`src/rtl/hilo_multdiv.sv`:
```
// HI/LO multiply-divide unit: 32-cycle iterative shift-add multiply and restoring divide.
// Signed operations work on magnitudes; signs are applied once, at the final update.
module hilo_multdiv (
    input  logic        clk,
    input  logic        reset,
    input  logic        op_valid,
    input  logic [2:0]  op,
    input  logic [31:0] operand_a,
    input  logic [31:0] operand_b,
    output logic        busy,
    output logic [31:0] hi,
    output logic [31:0] lo
);

    typedef enum logic [1:0] {S_IDLE, S_MUL, S_DIV} state_t;

    localparam logic [2:0] OP_MULT  = 3'b000;
    localparam logic [2:0] OP_MULTU = 3'b001;
    localparam logic [2:0] OP_DIV   = 3'b010;
    localparam logic [2:0] OP_DIVU  = 3'b011;
    localparam logic [2:0] OP_MTHI  = 3'b100;
    localparam logic [2:0] OP_MTLO  = 3'b101;

    state_t      r_state;
    logic [4:0]  r_cnt;
    logic        r_busy;
    logic [31:0] r_hi;
    logic [31:0] r_lo;
    logic [31:0] r_mcand;
    logic [63:0] r_prod;
    logic        r_neg_q;
    logic        r_neg_r;
    logic        r_dz;

    logic        w_sgn;
    logic        w_a_neg;
    logic        w_b_neg;
    logic [32:0] w_mul_sum;
    logic [63:0] w_mul_next;
    logic [32:0] w_div_sh;
    logic [32:0] w_div_diff;
    logic [63:0] w_div_next;

    function automatic logic [31:0] mag32(input logic [31:0] v, input logic neg);
        return neg ? -v : v;
    endfunction

    function automatic logic [63:0] neg64(input logic [63:0] v, input logic neg);
        return neg ? -v : v;
    endfunction

    assign w_sgn   = ~op[0];
    assign w_a_neg = w_sgn & operand_a[31];
    assign w_b_neg = w_sgn & operand_b[31];

    // Multiply: r_prod = {partial, multiplier}, add multiplicand into the top when LSB set.
    assign w_mul_sum  = {1'b0, r_prod[63:32]} + {1'b0, r_mcand};
    assign w_mul_next = r_prod[0] ? {w_mul_sum, r_prod[31:1]} : {1'b0, r_prod[63:1]};

    // Divide: r_prod = {remainder, dividend/quotient}; quotient bits shift in at the bottom.
    assign w_div_sh   = r_prod[63:31];
    assign w_div_diff = w_div_sh - {1'b0, r_mcand};
    assign w_div_next = w_div_diff[32] ? {w_div_sh[31:0], r_prod[30:0], 1'b0}
                                       : {w_div_diff[31:0], r_prod[30:0], 1'b1};

    always_ff @(posedge clk) begin
        if (reset) begin
            r_state <= S_IDLE;
            r_cnt   <= 5'd0;
            r_busy  <= 1'b0;
            r_hi    <= 32'd0;
            r_lo    <= 32'd0;
        end else begin
            case (r_state)
                S_IDLE: begin
                    if (op_valid) begin
                        case (op)
                            OP_MULT, OP_MULTU: begin
                                r_mcand <= mag32(operand_a, w_a_neg);
                                r_prod  <= {32'd0, mag32(operand_b, w_b_neg)};
                                r_neg_q <= w_a_neg ^ w_b_neg;
                                r_cnt   <= 5'd0;
                                r_busy  <= 1'b1;
                                r_state <= S_MUL;
                            end
                            OP_DIV, OP_DIVU: begin
                                r_mcand <= mag32(operand_b, w_b_neg);
                                r_prod  <= {32'd0, mag32(operand_a, w_a_neg)};
                                r_neg_q <= w_a_neg ^ w_b_neg;
                                r_neg_r <= w_a_neg;
                                r_dz    <= (operand_b == 32'd0);
                                r_cnt   <= 5'd0;
                                r_busy  <= 1'b1;
                                r_state <= S_DIV;
                            end
                            OP_MTHI: r_hi <= operand_a;
                            OP_MTLO: r_lo <= operand_a;
                            default: ;
                        endcase
                    end
                end
                S_MUL: begin
                    r_cnt <= r_cnt + 5'd1;
                    if (r_cnt == 5'd31) begin
                        {r_hi, r_lo} <= neg64(w_mul_next, r_neg_q);
                        r_busy  <= 1'b0;
                        r_state <= S_IDLE;
                    end else begin
                        r_prod <= w_mul_next;
                    end
                end
                S_DIV: begin
                    r_cnt <= r_cnt + 5'd1;
                    if (r_cnt == 5'd31) begin
                        // Divide-by-zero leaves remainder = |a|, so only the quotient is forced.
                        r_lo    <= r_dz ? 32'hFFFF_FFFF : mag32(w_div_next[31:0], r_neg_q);
                        r_hi    <= mag32(w_div_next[63:32], r_neg_r);
                        r_busy  <= 1'b0;
                        r_state <= S_IDLE;
                    end else begin
                        r_prod <= w_div_next;
                    end
                end
                default: begin
                    r_busy  <= 1'b0;
                    r_state <= S_IDLE;
                end
            endcase
        end
    end

    assign busy = r_busy;
    assign hi   = r_hi;
    assign lo   = r_lo;

endmodule

```
`config.mk`:
```
export PLATFORM = sky130hd
export DESIGN_NAME = hilo_multdiv
export DESIGN_NICKNAME = d
export VERILOG_FILES = /design/src/rtl/hilo_multdiv.sv
export SDC_FILE = /design/constraint.sdc
export NUM_CORES = 1
export LEC_CHECK = 0
export CORE_ASPECT_RATIO = 1.75
export CORE_MARGIN = 4
export CORE_UTILIZATION = 30
export DETAILED_ROUTE_END_ITERATION = 16
export GPL_ROUTABILITY_DRIVEN = 0
export PLACE_DENSITY = 0.55
export SYNTH_ARGS = -nofsm -noshare
export SYNTH_HDL_FRONTEND = slang
export SYNTH_SLANG_ARGS = --single-unit
```
`constraint.sdc`:
```
create_clock -name clk -period 7.73 [get_ports clk]
set_input_delay 0.773 -clock clk [delete_from_list [all_inputs] [get_ports clk]]
set_output_delay 0.773 -clock clk [all_outputs]
set_load 0.05 [all_outputs]
```
# After elaboration in Yosys (flattened, before gate mapping)
# Index checks and enable logic that the tools add are counted.
[totals] ff_bits=171 latchBits=0 ramBits=0 romBits=0 inputBits=70 output_inout_bits=65 word_cells=95 n_memories=0
[classes] add_sub_neg=8 multipliers=0 n_div=0 magnitude_cmp=0 eq_ne=18 shift=0 muxes=35 bitwise_logic=5 n_reduce_logical=19
[op_table] cell="32-bit 2-to-1 mux" count=13
[op_table] cell="64-bit 2-to-1 mux" count=6
[op_table] cell="32-bit one-hot mux with 3 select lines" count=2
[op_table] cell="64-bit one-hot mux with 3 select lines" count=1
[op_table] cell="32-bit negation" count=4
[op_table] cell="64-bit one-hot mux with 2 select lines" count=1
[op_table] cell="64-bit negation" count=1
[op_table] cell="32-bit one-hot mux with 2 select lines" count=1
[op_table] cell="32-bit by 32-bit adder with 33-bit output" count=1
[op_table] cell="33-bit by 32-bit subtractor with 33-bit output" count=1
[op_table] cell="32-bit logical NOT" count=1
[op_table] cell="2-bit != test (second input constant)" count=6
[op_table] cell="4-bit AND reduction" count=3
[op_table] cell="5-bit 2-to-1 mux" count=2
[op_table] cell="5-bit one-hot mux with 2 select lines" count=1
[op_table] cell="5-bit AND reduction" count=2
[op_table] cell="3-bit AND reduction" count=3
[op_table] cell="2-bit one-hot mux with 2 select lines" count=2
[op_table] cell="3-bit by 2-bit == test with 1-bit output (second input constant)" count=2
[op_table] cell="3-bit == test (second input constant)" count=2
[op_table] cell="2-bit by 1-bit != test with 1-bit output (second input constant)" count=3
[op_table] cell="6-bit AND reduction" count=1
[op_table] cell="2-bit OR reduction" count=3
[op_table] cell="5-bit by 1-bit adder with 5-bit output (second input constant)" count=1
[op_table] cell="other kinds (16)" count=22

# Longest topological paths before layout
[depth] ltp_word=7 ltp_mapped=26 ltp_nobuf=21

# Worst setup path after synthesis
# OpenSTA, ideal clock, no wires.
[synth_timing] kind="register -> register" start="reg r_state[0]" end="reg r_prod[0] (enable)" setup_time_ns=0.565 arrival_ns=5.621 required_time_ns=7.165 path_slack_ns=1.544 path_stages_with_launch=8 n_path_buf=2 synth_period_minus_slack_ns=6.186 path_cell_list="dfxtp_1 inv_1 ha_1 clkbuf_1 clkbuf_1 o21ai_0 nand2_1 nor3_1"
[synth_between] elab_chain_cells=3 elab_cells_between_ends=9 cone_classes="6 x eq/ne; 3 x reduce/logical"
[synth_rtl] element="from (decl)" line_no="24" rtl="state_t r_state;"
[synth_rtl] element="from (signal assigned)" line_no="68" rtl="r_state <= S_IDLE;"
[synth_rtl] element="from (signal assigned)" line_no="84" rtl="r_state <= S_MUL;"
[synth_rtl] element="from (signal assigned)" line_no="94" rtl="r_state <= S_DIV;"
[synth_rtl] element="2-bit by 1-bit == test with 1-bit output, or another cell as far along" line_no="74" rtl="case (r_state)"
[synth_rtl] element="2-bit != test (no source line), or another cell as far along"
[synth_rtl] element="6-bit AND reduction (no source line) *"
[synth_rtl] element="to (signal assigned)" line_no="80" rtl="r_prod <= {32'd0, mag32(operand_b, w_b_neg)};"
[synth_rtl] element="to (signal assigned)" line_no="88" rtl="r_prod <= {32'd0, mag32(operand_a, w_a_neg)};"
[synth_rtl] element="to (signal assigned)" line_no="109" rtl="r_prod <= w_mul_next;"
[synth_rtl] element="to (decl)" line_no="30" rtl="logic [63:0] r_prod;"
# Mark *: on every way between the ends. The rest lies on a longest branch, timed or not.
# A chain may end at the register's enable or synchronous reset.

# Final worst setup path
[layout_timing] start="reg r_prod[40]" end="reg r_hi[30] (netlist: hi[30])"
[layout_between] elab_chain_cells=6 elab_cells_between_ends=11 cone_classes="4 x add/sub; 7 x mux"
[layout_rtl] element="32-bit by 32-bit adder with 33-bit output or 33-bit by 32-bit subtractor with 33-bit output (tied branches)" line_no="57, 62"
[layout_rtl] element="64-bit 2-to-1 mux (on tied branches)" line_no="58, 63"
[layout_rtl] element="64-bit negation or 32-bit negation (tied branches)" line_no="49, 45"
[layout_rtl] element="64-bit 2-to-1 mux or 32-bit 2-to-1 mux (tied branches)" line_no="49, 45"
[layout_rtl] element="32-bit 2-to-1 mux (on tied branches)" line_no="104, 114"
[layout_rtl] element="32-bit one-hot mux with 3 select lines *" line_no="74"
[layout_rtl] element="to (signal assigned)" line_no="96" rtl="OP_MTHI: r_hi <= operand_a;"
[layout_rtl] element="to (signal assigned)" line_no="105" rtl="{r_hi, r_lo} <= neg64(w_mul_next, r_neg_q);"
[layout_rtl] element="to (signal assigned)" line_no="117" rtl="r_hi <= mag32(w_div_next[63:32], r_neg_r);"
[layout_rtl] element="to (decl)" line_no="27" rtl="logic [31:0] r_hi;"
# Mark *: on every way between the ends. The rest lies on a longest branch, timed or not. The select of a mux whose other input is x is not followed.

==> metrics.txt <==
H-Tree Depth=4; post-synth top area cell=edfxtp_1; post_cts resized=0; Worst Reg-to-Reg Cells=19; Synth Area in XOR/XNOR=0.102; Leakage=between 7 and 8 nW; Place WS=between 1500 and 2000 ps; number of cell rows=roughly 120; Relative slew margins=0.179; initial drt markers=1872; Die H=328 um; clock slew at reported path FFs=80 ps; WS Path Type=reg2reg; first-pass GRT wire length=between 100000 and 150000 um; Core ar.=approximately 58000 um2; sequential-to-total area share from yosys stat=0.251; post-layout worst setup margin=1740 ps; CTS Buffer Depth=2; unrepaired setup endpoints after global routing=no; Worst Max-Slew Pin Slew=about 1200 ps; Port Buf Inserts=134; die area=62700 um2; worst endpoint required time=8120 ps; skew final=11.0 ps; grt ovf=0; startpoint types=flop; critical-path cell list=ha_1 > a21o_1 > a2111o_1 > and3b_1 > or3_1 > a311oi_4 > nor2_4 > inv_2 > nor2_1 > a21oi_1 > ha_1 > nor3b_1 > nand4_1 > nor2_1 > o211ai_1 > o41ai_1 > xor2_1 > nand2_1 > a211oi_1; post-place instance area=approximately 20000 um2; Most Used Layer, Global Route=met2; crit share post-route=0.775; Non-Filler Instances=about 3100; HP Class=reg2reg; max-cap violation count=0; Crit path buffers/inverters=1; r2r endpoint=hi[30]; final instance area=20200 um2; Hold Fails Final Rpt=0; Post-synth EDFFs=99; top post-synthesis cells by count=251 x nand2_1, 212 x nor2_1, 194 x o21ai_0, 186 x a21oi_1, 145 x clkbuf_1; count leader, synth=nand2_1; post-synthesis compound-gate area fraction=0.286; postcts setup bufs=0; Initial Utilization=0.303; nets=~2500; HP Start=hi[5]; Reg-to-Reg Start=r_prod[40]; Worst Path Arrival=6380 ps; CTS Hold Bufs=0; CTS tree=built; slowest CP cell=inv_2; Layout area overhead=14.7%; syn_nets=2477; Ys Warns=0; CP max FO=39; GR Util met2=0.464; Tot Pwr=4.57 mW; hold_ws=455 ps; largest net degree at the start of global routing=77; clock sinks=171; main combinational cell family by area after synthesis=compound AO/OA/AOI/OAI gates; status=finished clean; Most used DFF post-synth=edfxtp_1; f_max=167 MHz; Largest delay share family, worst path=compound AO/OA/AOI/OAI gates; Placed Cells incl. Taps=about 3100; die width=191 um; final core utilization=0.347; Worst path max stage delay=540 ps; layout cells sized above 1=0.0436; Max VDD drop=0.182 mV; initial antenna violation count=1; Cell Pwr Density=227 nW/um2; FF-to-FF setup slack=1740 ps; post-synth top area share=0.169; Gate Count Post-Synth=2329; Tmin final=about 6000 ps; Avg Cell Area, Syn=7.55 um2; worst hold stages=2; CP startpoint=r_prod[40]; Pins Over Slew Limit=0; Async SR Flop Fraction=0; mux cell area share after synthesis=0.0304; library cells used by synthesis=87; post-route ant nets=0; GRT Overall Usage=0.263; synthesized-area fraction occupied by adder cells=0.0563; global routing usage on met3=0.0386; number of fill cells=6163; DRC=0; via/cell ratio=6.18; hold path endpoint=hi[5]; DR vias=a little under 20000; I/O pin count=135; WL/cell=approximately 27 um; Synth area leaders=edfxtp_1 17%, dfxtp_1 8.2%, o21ai_0 5.5%; clock root cell=clkbuf_16; Worst setup EP type=flop; vias in the first global route=19000; Yosys reg bits=171; dpl hpwl=~66000 um; Routed WL=roughly 85000 um; simple-gate share of the synthesized area=0.221; drt pass-1 iters=5; CTS buffer count=17; Clock Latency Late Sink=480 ps; setup TNS=0 ps; mapped cell area=between 15000 and 20000 um2; met1 Track Usage GR=0.267; Setup-failing EPs final=0
worst max-delay path by stage:
stage | endpoint | slack [ps] | cells after the start
after floorplan | r_prod[0] | 1540 | 7
after global placement | hi[30] | 2030 | 19
after detailed placement | hi[30] | 1940 | 19
after CTS | hi[30] | 1890 | 19
after global routing | hi[30] | 1440 | 19
final | hi[30] | 1740 | 19
layer usage:
layer | share of wire | wire [um]
met2 | 0.50 | 42200
met1 | 0.33 | 28000
met5 | 0 | 0
met4 | 0.11 | 9330
met3 | 0.063 | 5320
cell type report:
type,count,area (um2),share of cell area
multi-input combinational,1913,12300,0.609
sequential,171,4410,0.219
timing repair buffer,167,1580,0.0785
tap,773,967,0.0479
clock buffer,20,500,0.0248
inverter,80,300,0.0149
clock inverter,12,109,0.00540
antenna,1,2.50,0.000124
tightest hold or removal path: stages (launching register included):
cell	delay (ps)
dfxtp_1	310
nand2_1	50
a21oi_1	50
sequential cells by signal (all words and copies together), names as in the netlist:
register,flops
r_neg_r,1
hi,32
r_dz,1
r_prod,64
r_mcand,32
busy,1
r_neg_q,1
lo,32
r_cnt,5
r_state,2
cells in the final DEF, fill, tap and decap left out, types with 35 or more instances in the layout:
| cell | synthesis | routed |
|---|---|---|
| a211oi_1 | 48 | 48 |
| a21o_1 | 35 | 35 |
| a21oi_1 | 186 | 184 |
| a221oi_1 | 58 | 58 |
| clkdlybuf4s50_1 | 0 | 133 |
| dfxtp_1 | 72 | 72 |
| edfxtp_1 | 99 | 99 |
| ha_1 | 76 | 74 |
| inv_1 | 78 | 78 |
| mux2i_1 | 49 | 49 |
| nand2_1 | 251 | 251 |
| nand3_1 | 43 | 43 |
| nor2_1 | 212 | 211 |
| nor3_1 | 82 | 81 |
| o21ai_0 | 194 | 194 |
| xnor2_1 | 103 | 103 |
| xor2_1 | 102 | 102 |
report_power, final:
group / switching [mW] / leakage, nW / internal [mW]
Sequential: 0.175 / 1.51 / 1.13
Combinational: 1.60 / 5.36 / 0.747
Clock: 0.441 / 0.304 / 0.483
logic make-up after synthesis:
group,Yosys count
AND/OR/NAND/NOR,812
AO/OA/AOI/OAI,765
buffers and inverters,245
XOR/XNOR,205
flip-flops,171
adder cells (fa/ha/maj),78
multiplexers,53
No activity file was read; power rests on OpenSTA's default activity.
